<file path="config.mk">
export PLATFORM = sky130hd
export DESIGN_NAME = hit_detector
export DESIGN_NICKNAME = d
export VERILOG_FILES = /design/src/rtl/hit_detector.sv
export SDC_FILE = /design/constraint.sdc
export NUM_CORES = 1
export LEC_CHECK = 0
export ABC_AREA = 0
export ABC_CLOCK_PERIOD_IN_PS = 4100
export CAP_MARGIN = 10
export CELL_PAD_IN_SITES_DETAIL_PLACEMENT = 0
export CELL_PAD_IN_SITES_GLOBAL_PLACEMENT = 1
export CORE_ASPECT_RATIO = 1.25
export CORE_MARGIN = 2
export CORE_UTILIZATION = 40
export CTS_CLUSTER_SIZE = 28
export DETAILED_ROUTE_END_ITERATION = 12
export GPL_TIMING_DRIVEN = 1
export HOLD_SLACK_MARGIN = 0.1
export PLACE_DENSITY = 0.84
export REMOVE_ABC_BUFFERS = 1
export SLEW_MARGIN = 20
export SYNTH_ARGS = -nofsm -noshare
export SYNTH_HDL_FRONTEND = slang
export SYNTH_SLANG_ARGS = --single-unit
</file>
<file path="constraint.sdc">
create_clock -name aclk -period 4.1 [get_ports aclk]
set_input_delay 0.41 -clock aclk [delete_from_list [all_inputs] [get_ports aclk]]
set_output_delay 0.41 -clock aclk [all_outputs]
set_load 0.01 [all_outputs]
</file>
<file path="src/rtl/hit_detector.sv">
`default_nettype none
// ============================================================================
// Module  : hit_detector
// Brief   : Hysteresis strike detector with peak tracking, hold-off and a
//           single-slot AXI-Stream event output with sticky drop flag.
// Revision: 1.0
// ============================================================================
module hit_detector #(
  parameter int MAG_WIDTH  = 24,
  parameter int SEQ_WIDTH  = 8,
  parameter int HOLD_WIDTH = 16
) (
  input  logic                           aclk,
  input  logic                           areset,
  input  logic [MAG_WIDTH-1:0]           magnitude_tdata,
  input  logic                           magnitude_tvalid,
  input  logic [MAG_WIDTH-1:0]           cfg_threshold_on,
  input  logic [MAG_WIDTH-1:0]           cfg_threshold_off,
  input  logic [HOLD_WIDTH-1:0]          cfg_holdoff,
  output logic [SEQ_WIDTH+MAG_WIDTH-1:0] m_axis_tdata,
  output logic                           m_axis_tvalid,
  input  logic                           m_axis_tready,
  output logic                           active,
  output logic                           overflow
);

  typedef enum logic [1:0] {
    IDLE    = 2'd0,
    ATTACK  = 2'd1,
    HOLDOFF = 2'd2
  } state_t;

  state_t                         state_q, state_d;
  logic [MAG_WIDTH-1:0]           peak_q, peak_d;
  logic [SEQ_WIDTH-1:0]           seq_q, seq_d;
  logic [HOLD_WIDTH-1:0]          hold_q, hold_d;
  logic [SEQ_WIDTH+MAG_WIDTH-1:0] tdata_q, tdata_d;
  logic                           tvalid_q, tvalid_d;
  logic                           active_q, active_d;
  logic                           overflow_q, overflow_d;
  logic                           event_fire;
  logic                           slot_free;

  always_ff @(posedge aclk or posedge areset) begin
    if (areset) begin
      state_q    <= IDLE;
      peak_q     <= '0;
      seq_q      <= '0;
      hold_q     <= '0;
      tdata_q    <= '0;
      tvalid_q   <= 1'b0;
      active_q   <= 1'b0;
      overflow_q <= 1'b0;
    end else begin
      state_q    <= state_d;
      peak_q     <= peak_d;
      seq_q      <= seq_d;
      hold_q     <= hold_d;
      tdata_q    <= tdata_d;
      tvalid_q   <= tvalid_d;
      active_q   <= active_d;
      overflow_q <= overflow_d;
    end
  end

  always_comb begin
    state_d    = state_q;
    peak_d     = peak_q;
    seq_d      = seq_q;
    hold_d     = hold_q;
    event_fire = 1'b0;

    if (magnitude_tvalid) begin
      unique case (state_q)
        IDLE: begin
          if (magnitude_tdata >= cfg_threshold_on) begin
            state_d = ATTACK;
            peak_d  = magnitude_tdata;
          end
        end
        ATTACK: begin
          if (magnitude_tdata < cfg_threshold_off) begin
            // The ending sample is deliberately excluded from the peak.
            event_fire = 1'b1;
            seq_d      = SEQ_WIDTH'(seq_q + 1'b1);
            if (cfg_holdoff == '0) begin
              state_d = IDLE;
            end else begin
              hold_d  = cfg_holdoff;
              state_d = HOLDOFF;
            end
          end else if (magnitude_tdata > peak_q) begin
            peak_d = magnitude_tdata;
          end
        end
        HOLDOFF: begin
          hold_d = HOLD_WIDTH'(hold_q - 1'b1);
          if (hold_q <= HOLD_WIDTH'(1)) begin
            hold_d  = '0;
            state_d = IDLE;
          end
        end
        default: state_d = IDLE;
      endcase
    end
  end

  // A held event may be replaced in the same cycle it is accepted.
  assign slot_free = !tvalid_q || m_axis_tready;

  always_comb begin
    tdata_d    = tdata_q;
    tvalid_d   = tvalid_q;
    overflow_d = overflow_q;
    active_d   = (state_d == ATTACK);

    if (event_fire && slot_free) begin
      tvalid_d = 1'b1;
      tdata_d  = {seq_q, peak_q};
    end else begin
      if (event_fire) begin
        overflow_d = 1'b1;
      end
      if (tvalid_q && m_axis_tready) begin
        tvalid_d = 1'b0;
      end
    end
  end

  assign m_axis_tdata  = tdata_q;
  assign m_axis_tvalid = tvalid_q;
  assign active        = active_q;
  assign overflow      = overflow_q;

endmodule
`default_nettype wire

</file>
# ---- Word level (Yosys, flattened, before mapping)
# Index checks and enable logic that the tools add are counted.
dict set report word_totals {
  mem_bits_rw 0
  ff_bits 85
  latch_bits 0
  in_bits 92
  wordCells 55
  mem_bits_ro 0
  output_inout_bits 35
  mem_count 0
}
dict set report classes {
  n_eq_ne 8
  multipliers 0
  magnitude_cmp 4
  add_sub_neg 2
  n_bitwise 1
  n_shift 0
  n_div 0
  mux 19
  reduce_logical 13
}
# cell count
set ops {}
lappend ops {{24-bit two-way mux} 3}
lappend ops {{16-bit two-way mux} 3}
lappend ops {{24-bit one-hot mux with 2 select lines} 1}
lappend ops {{16-bit one-hot mux with 2 select lines} 1}
lappend ops {{24-bit >= comparator} 1}
lappend ops {{24-bit > comparator} 1}
lappend ops {{24-bit less-than comparator} 1}
lappend ops {{16-bit by 1-bit <= comparator with 1-bit output (second input constant)} 1}
lappend ops {{16-bit zero test} 1}
lappend ops {{16-bit by 1-bit subtractor with 16-bit output (second input constant)} 1}
lappend ops {{2-bit two-way mux} 5}
lappend ops {{2-bit inequality test (second input constant)} 5}
lappend ops {{8-bit by 1-bit adder with 8-bit output (second input constant)} 1}
lappend ops {{2-bit one-hot mux with 3 select lines} 1}
lappend ops {{2-bit nonzero test} 3}
lappend ops {{1-bit two-way mux} 5}
lappend ops {{5-bit AND reduction} 1}
lappend ops {{2-bit by 1-bit equality test with 1-bit output (second input constant)} 2}
lappend ops {{4-bit AND reduction} 1}
lappend ops {{3-bit AND reduction} 1}
lappend ops {{2-bit equality test (second input constant)} 1}
lappend ops {{1-bit logical AND} 2}
lappend ops {{2-bit zero test} 1}
lappend ops {{2-bit AND reduction} 1}
lappend ops {{other kinds (3)} 3}

# ---- Longest topological paths before layout
dict set report depth {
  ltp_word 7
  mapped_depth 11
  depth_no_buf 9
}

# ---- Worst setup path before layout
# OpenSTA, ideal clock, no wires.
dict set report synth_timing {
  path_type {input -> register}
  from {in cfg_threshold_off[19]}
  to {reg peak_q[0]}
  path_slack_ps 1545
  stages 10
  arrival_time_ps 2430
  setup_ps 125
  cell_sequence {inv_1 ha_1 nand4_1 nor4_2 nand2_1 a21o_1 and2_4 o31ai_4 buf_6 mux2_4}
}
dict set report synth_between {
  elab_chain_len 3
}
# item line_no
set synth_rtl {}
lappend synth_rtl {{start, declared} 18} ;# input logic [MAG_WIDTH-1:0] cfg_threshold_off,
lappend synth_rtl {{24-bit less-than comparator} 82} ;# if (magnitude_tdata < cfg_threshold_off) begin
lappend synth_rtl {{2-bit inequality test (no line)} n/a}
lappend synth_rtl {{5-bit AND reduction (no line)} n/a}
lappend synth_rtl {{end signal, assigned} 56} ;# peak_q <= peak_d;
lappend synth_rtl {{end, declared} 34} ;# logic [MAG_WIDTH-1:0] peak_q, peak_d;
# Every way passes these cells.
# A chain may end at the register's enable or synchronous reset.

# ---- Worst setup path in the final report
dict set report layout_timing {
  from {in magnitude_tdata[19]}
  to {reg peak_q[13]}
}
dict set report layout_between {
  elab_chain_len 3
}
# item line_no
set layout_rtl {}
lappend layout_rtl {{start, declared} 15} ;# input logic [MAG_WIDTH-1:0] magnitude_tdata,
lappend layout_rtl {{24-bit > comparator (tied with other cells)} 92} ;# end else if (magnitude_tdata > peak_q) begin
lappend layout_rtl {{2-bit inequality test (no line)} n/a}
lappend layout_rtl {{5-bit AND reduction (no line) *} n/a}
# Every way passes the cells marked *; elsewhere a longest branch is shown, timed or not.

==> results.md <==
- The data arrival time of the worst path is 3.57 ns.
- For this configuration, the core starts out at a cell density of 0.406.
- The count of inserted antenna diode cells is 0.
- TritonCTS built the clock tree.
- For the final routed database, the setup TNS stands at 0 ns.
- The biggest area contributor in the post-synthesis netlist is dfrtp_1.
- For this run, the slowest stage of the critical path takes 0.68 ns.
- The number of warnings issued by yosys is 0.
- The total of buffers placed on input and output ports is 126.
- Routability-driven placement finished with a final weighted congestion of 0.870.
- The maximum fanout encountered on the critical timing path is 16.
- STA classifies the critical path endpoint as a flop.
- Detailed placement finished with a half-perimeter wire length of 11.1 mm.
- The via total after detailed routing is 4585.
- The worst path needs 3.36 ns of the cycle, external delays included.
- The number of global-route vias before repair is 4699.
- The count of cells resized by post-cts repair is 0.
- The most used flip-flop cell after synthesis is dfrtp_1.
- After synthesis, the cell types taking the most area are dfrtp_1, ha_1, mux2_2.
- Counting tap cells, the placed design contains a total of 839 instances.
- The gate family responsible for the most delay along the worst path is compound AO/OA/AOI/OAI gates.
- The post-CTS clock slew at the launch and capture registers of the worst setup and hold paths is 0.06 ns.
- For this block, the initial DRC count from the detailed router was 241.
- In this run the power density over the cells is 553 nW/µm².
- For this run, design rule violations remaining after detail routing come to 0.
- The hold buffer count at cts is 0.
- The worst vdd rail ir drop is 0.313 mV.
- The post-route non-filler standard cell count is 855.
- In the synthesized netlist the async set-or-reset flop fraction comes to 1.00.
- The filler cells instantiated in the layout total 1227.
- Once placement finished, the instance area stood at 7060 µm².
- Summed over all layers, the global routing overflow is 0.
- The flow ran to the end, and the final reports show no timing, DRC or antenna violations.
- The sequential cell area fraction in the yosys report is 0.380.
- Once layout is done, the placed cells without fillers occupy 7330 µm².
- Timing would allow up to 298 MHz.
- The critical path goes through clkdlybuf4s50_1, ha_1, nand4_1, nor4_2, nand2_1, a21o_1, and2_4, o31ai_4, buf_12, mux2_2.
- The number of hold-slack violations in the final timing report is 0.
- The number of flops mapped to enable cells by yosys is 0.
- The max-slew headroom at the worst pin is 0.299.
- The layout cell share with drive strength beyond 1 is 0.135.
- The wire length of the first global-routing pass is 22.8 mm.
- The final layout contains routed wiring with a total length of 14.1 mm.
- For this design the static power due to leakage is 0.00350 µW.
- Setup violations remaining at the end of the flow were counted as 0.
- The cell at the slowest stage of the critical path is o31ai_4.
- The floorplan step defined a die boundary enclosing 14900 µm².
- The initial antenna violation count is 0.
- In this run, CTS created clock tree buffers numbering 9.
- Counting every sink on the clock net gives 85.
- After clock tree synthesis, the setup repair step added 0 buffers.
- The number of max-cap violations is 0.
- The detailed-router iteration count before antenna repair is 4.
- The clock skew is 0.00850 ns.
- No sink is reached through more buffers than the 2 on the longest clock path.
- The combined area of all synthesized cells is 5590 µm².
- Across every metal layer, demand over resource in global routing totals 0.197.
- Overall power consumption after layout is estimated at 4050 µW.
- After synthesis, the netlist uses 53 different library cells.
- Setup repair after global routing left no endpoint under its margin.
- STA classifies the critical path startpoint as an input port.
- The number of routed nets with antenna violations is 0.
- The number of levels the H-tree was split into is 3.
- The vertical die dimension is 136 µm.
- Each instance of the synthesized netlist takes up on average 10.3 µm².
- The tree is rooted in a clkbuf_16.
- In this run the horizontal extent of the chip is 110 µm.
- The clock latency reported for the late side of the worst-skew pair is 0.34 ns.
- Synthesis inferred 85 register bits.
- For the pin with the worst max-slew slack, the measured transition is 1.04 ns.
- The number of vias per cell is 5.36.
- The share of synthesized area in the top cell type comes to 0.380.
- Counting both buffers and inverters, the worst setup path holds a total of 2.
- Row generation in the floorplan step produced 48 rows.
- The final routed wire length divided by cell count is 16.5 µm.
- Of the available clock period, the critical path in the final layout requires 0.819.
- The worst setup path is of the in -> reg kind.
- The region available for standard cell placement spans 13800 µm².
- The largest net degree at the start of global routing is 56.
- The final number of max-transition violations was 0.
- The path type of the worst min-delay path is reg -> reg.
- The cell count after synthesis is 545.
- In the final design database the tool counted 841 nets.
- The utilization of the core after routing is 0.533.
- The required time at the worst-slack endpoint is 4.32 ns.
- The area growth from synthesis to layout is 31.2%.
- The top-level port count is 127.
==> placed cells by master (no fill, tap or decap), types with 3 or more instances in the layout <==
| cell type | n |
|---|---|
| a22oi_1 | 9 |
| nor2_1 | 17 |
| clkinv_2 | 4 |
| clkbuf_16 | 9 |
| buf_4 | 5 |
| mux2_2 | 36 |
| a32oi_1 | 5 |
| o21ai_0 | 20 |
| xor2_1 | 4 |
| and2_1 | 3 |
| inv_1 | 79 |
| dfrtp_1 | 85 |
| o22ai_1 | 14 |
| nor4_1 | 8 |
| a21o_1 | 9 |
| mux2_4 | 20 |
| nand3_1 | 11 |
| a21oi_2 | 3 |
| nand2b_1 | 4 |
| nor3_1 | 8 |
| nand2_1 | 32 |
| clkdlybuf4s50_1 | 126 |
| nand4_1 | 10 |
| a21oi_1 | 39 |
| ha_1 | 74 |
| xnor2_1 | 3 |
==> state kept, by name, summed over array words and instances, names as in the netlist <==
signal and count:
m_axis_tdata 32, peak_q 24, hold_q 16, seq_q 8
state_q 2, active 1, m_axis_tvalid 1, overflow 1
==> cell type report <==
| class | count | area [µm²] | area share |
|---|---|---|---|
| Inverter | 80 | 302 | 0.0411 |
| Timing Repair Buffer | 132 | 1320 | 0.180 |
| Sequential cell | 85 | 2130 | 0.290 |
| Multi-Input combinational cell | 367 | 3090 | 0.421 |
| Tap cell | 175 | 219 | 0.0299 |
| Clock buffer | 12 | 256 | 0.0350 |
| Clock inverter | 4 | 22.5 | 0.00307 |
==> cell families after synthesis <==
| family | count (synthesis) | share of synthesized area |
|---|---|---|
| AO/OA/AOI/OAI | 121 | 0.148 |
| AND/OR/NAND/NOR | 107 | 0.0985 |
| flip-flops | 85 | 0.380 |
| XOR/XNOR | 7 | 0.0110 |
| adder cells (fa/ha/maj) | 74 | 0.166 |
| multiplexers | 58 | 0.130 |
| buffers and inverters | 93 | 0.0669 |
==> final timing paths <==
check,startpoint,end,slack [ns],cells after the start
worst max register to register,peak_q[13],peak_q[13],1.20,10
worst max-delay path,magnitude_tdata[19],peak_q[13],0.74,10
min in group asynchronous,areset,hold_q[1],0.58,2
worst min-delay path,seq_q[7],seq_q[7],0.48,1
worst min register to register,seq_q[7],seq_q[7],0.48,1
max in group asynchronous,areset,seq_q[4],2.60,3
==> cells in the mapped netlist, types with 9 or more instances <==
| cell | n |
|---|---|
| a22oi_1 | 9 |
| ha_1 | 74 |
| nand2_1 | 32 |
| dfrtp_1 | 85 |
| mux2_2 | 36 |
| inv_1 | 80 |
| nor2_1 | 17 |
| o22ai_1 | 14 |
| mux2_4 | 20 |
| a21oi_1 | 39 |
| nand3_1 | 11 |
| a21o_1 | 9 |
| o21ai_0 | 20 |
| nand4_1 | 10 |
==> power by group <==
part | internal [µW] | switching, µW | total, µW
logic | 977 | 833 | 1810
clock network | 440 | 320 | 760
registers | 1200 | 285 | 1480
==> stage by stage <==
stage | hold slack, ns | worst slack, ns
after floorplan | 0.438 | 0.973
after global placement | 0.462 | 0.511
after detailed placement | 0.469 | 0.387
after CTS | 0.482 | 0.723
after global routing | 0.494 | 0.635
final | 0.480 | 0.743
==> routing by layer <==
layer / global-route usage / wire (µm) / share of wire
met5: 0 / 0 / 0
met4: 0.0570 / 221 / 0.016
met3: 0.0326 / 681 / 0.048
met2: 0.359 / 7370 / 0.52
met1: 0.234 / 5830 / 0.41
==> worst register-to-register path, delay by kind of cell, from the launching register on <==
kind                       cells  cell delay [ns]
AOI/OAI and AO/OA              3             0.95
and+or+nand+nor                3             0.46
DFF                            1             0.40
muxes                          1             0.35
buffers and inverters          2             0.32
adders and majority gates      1             0.29
(Power assumes the default switching activity.)
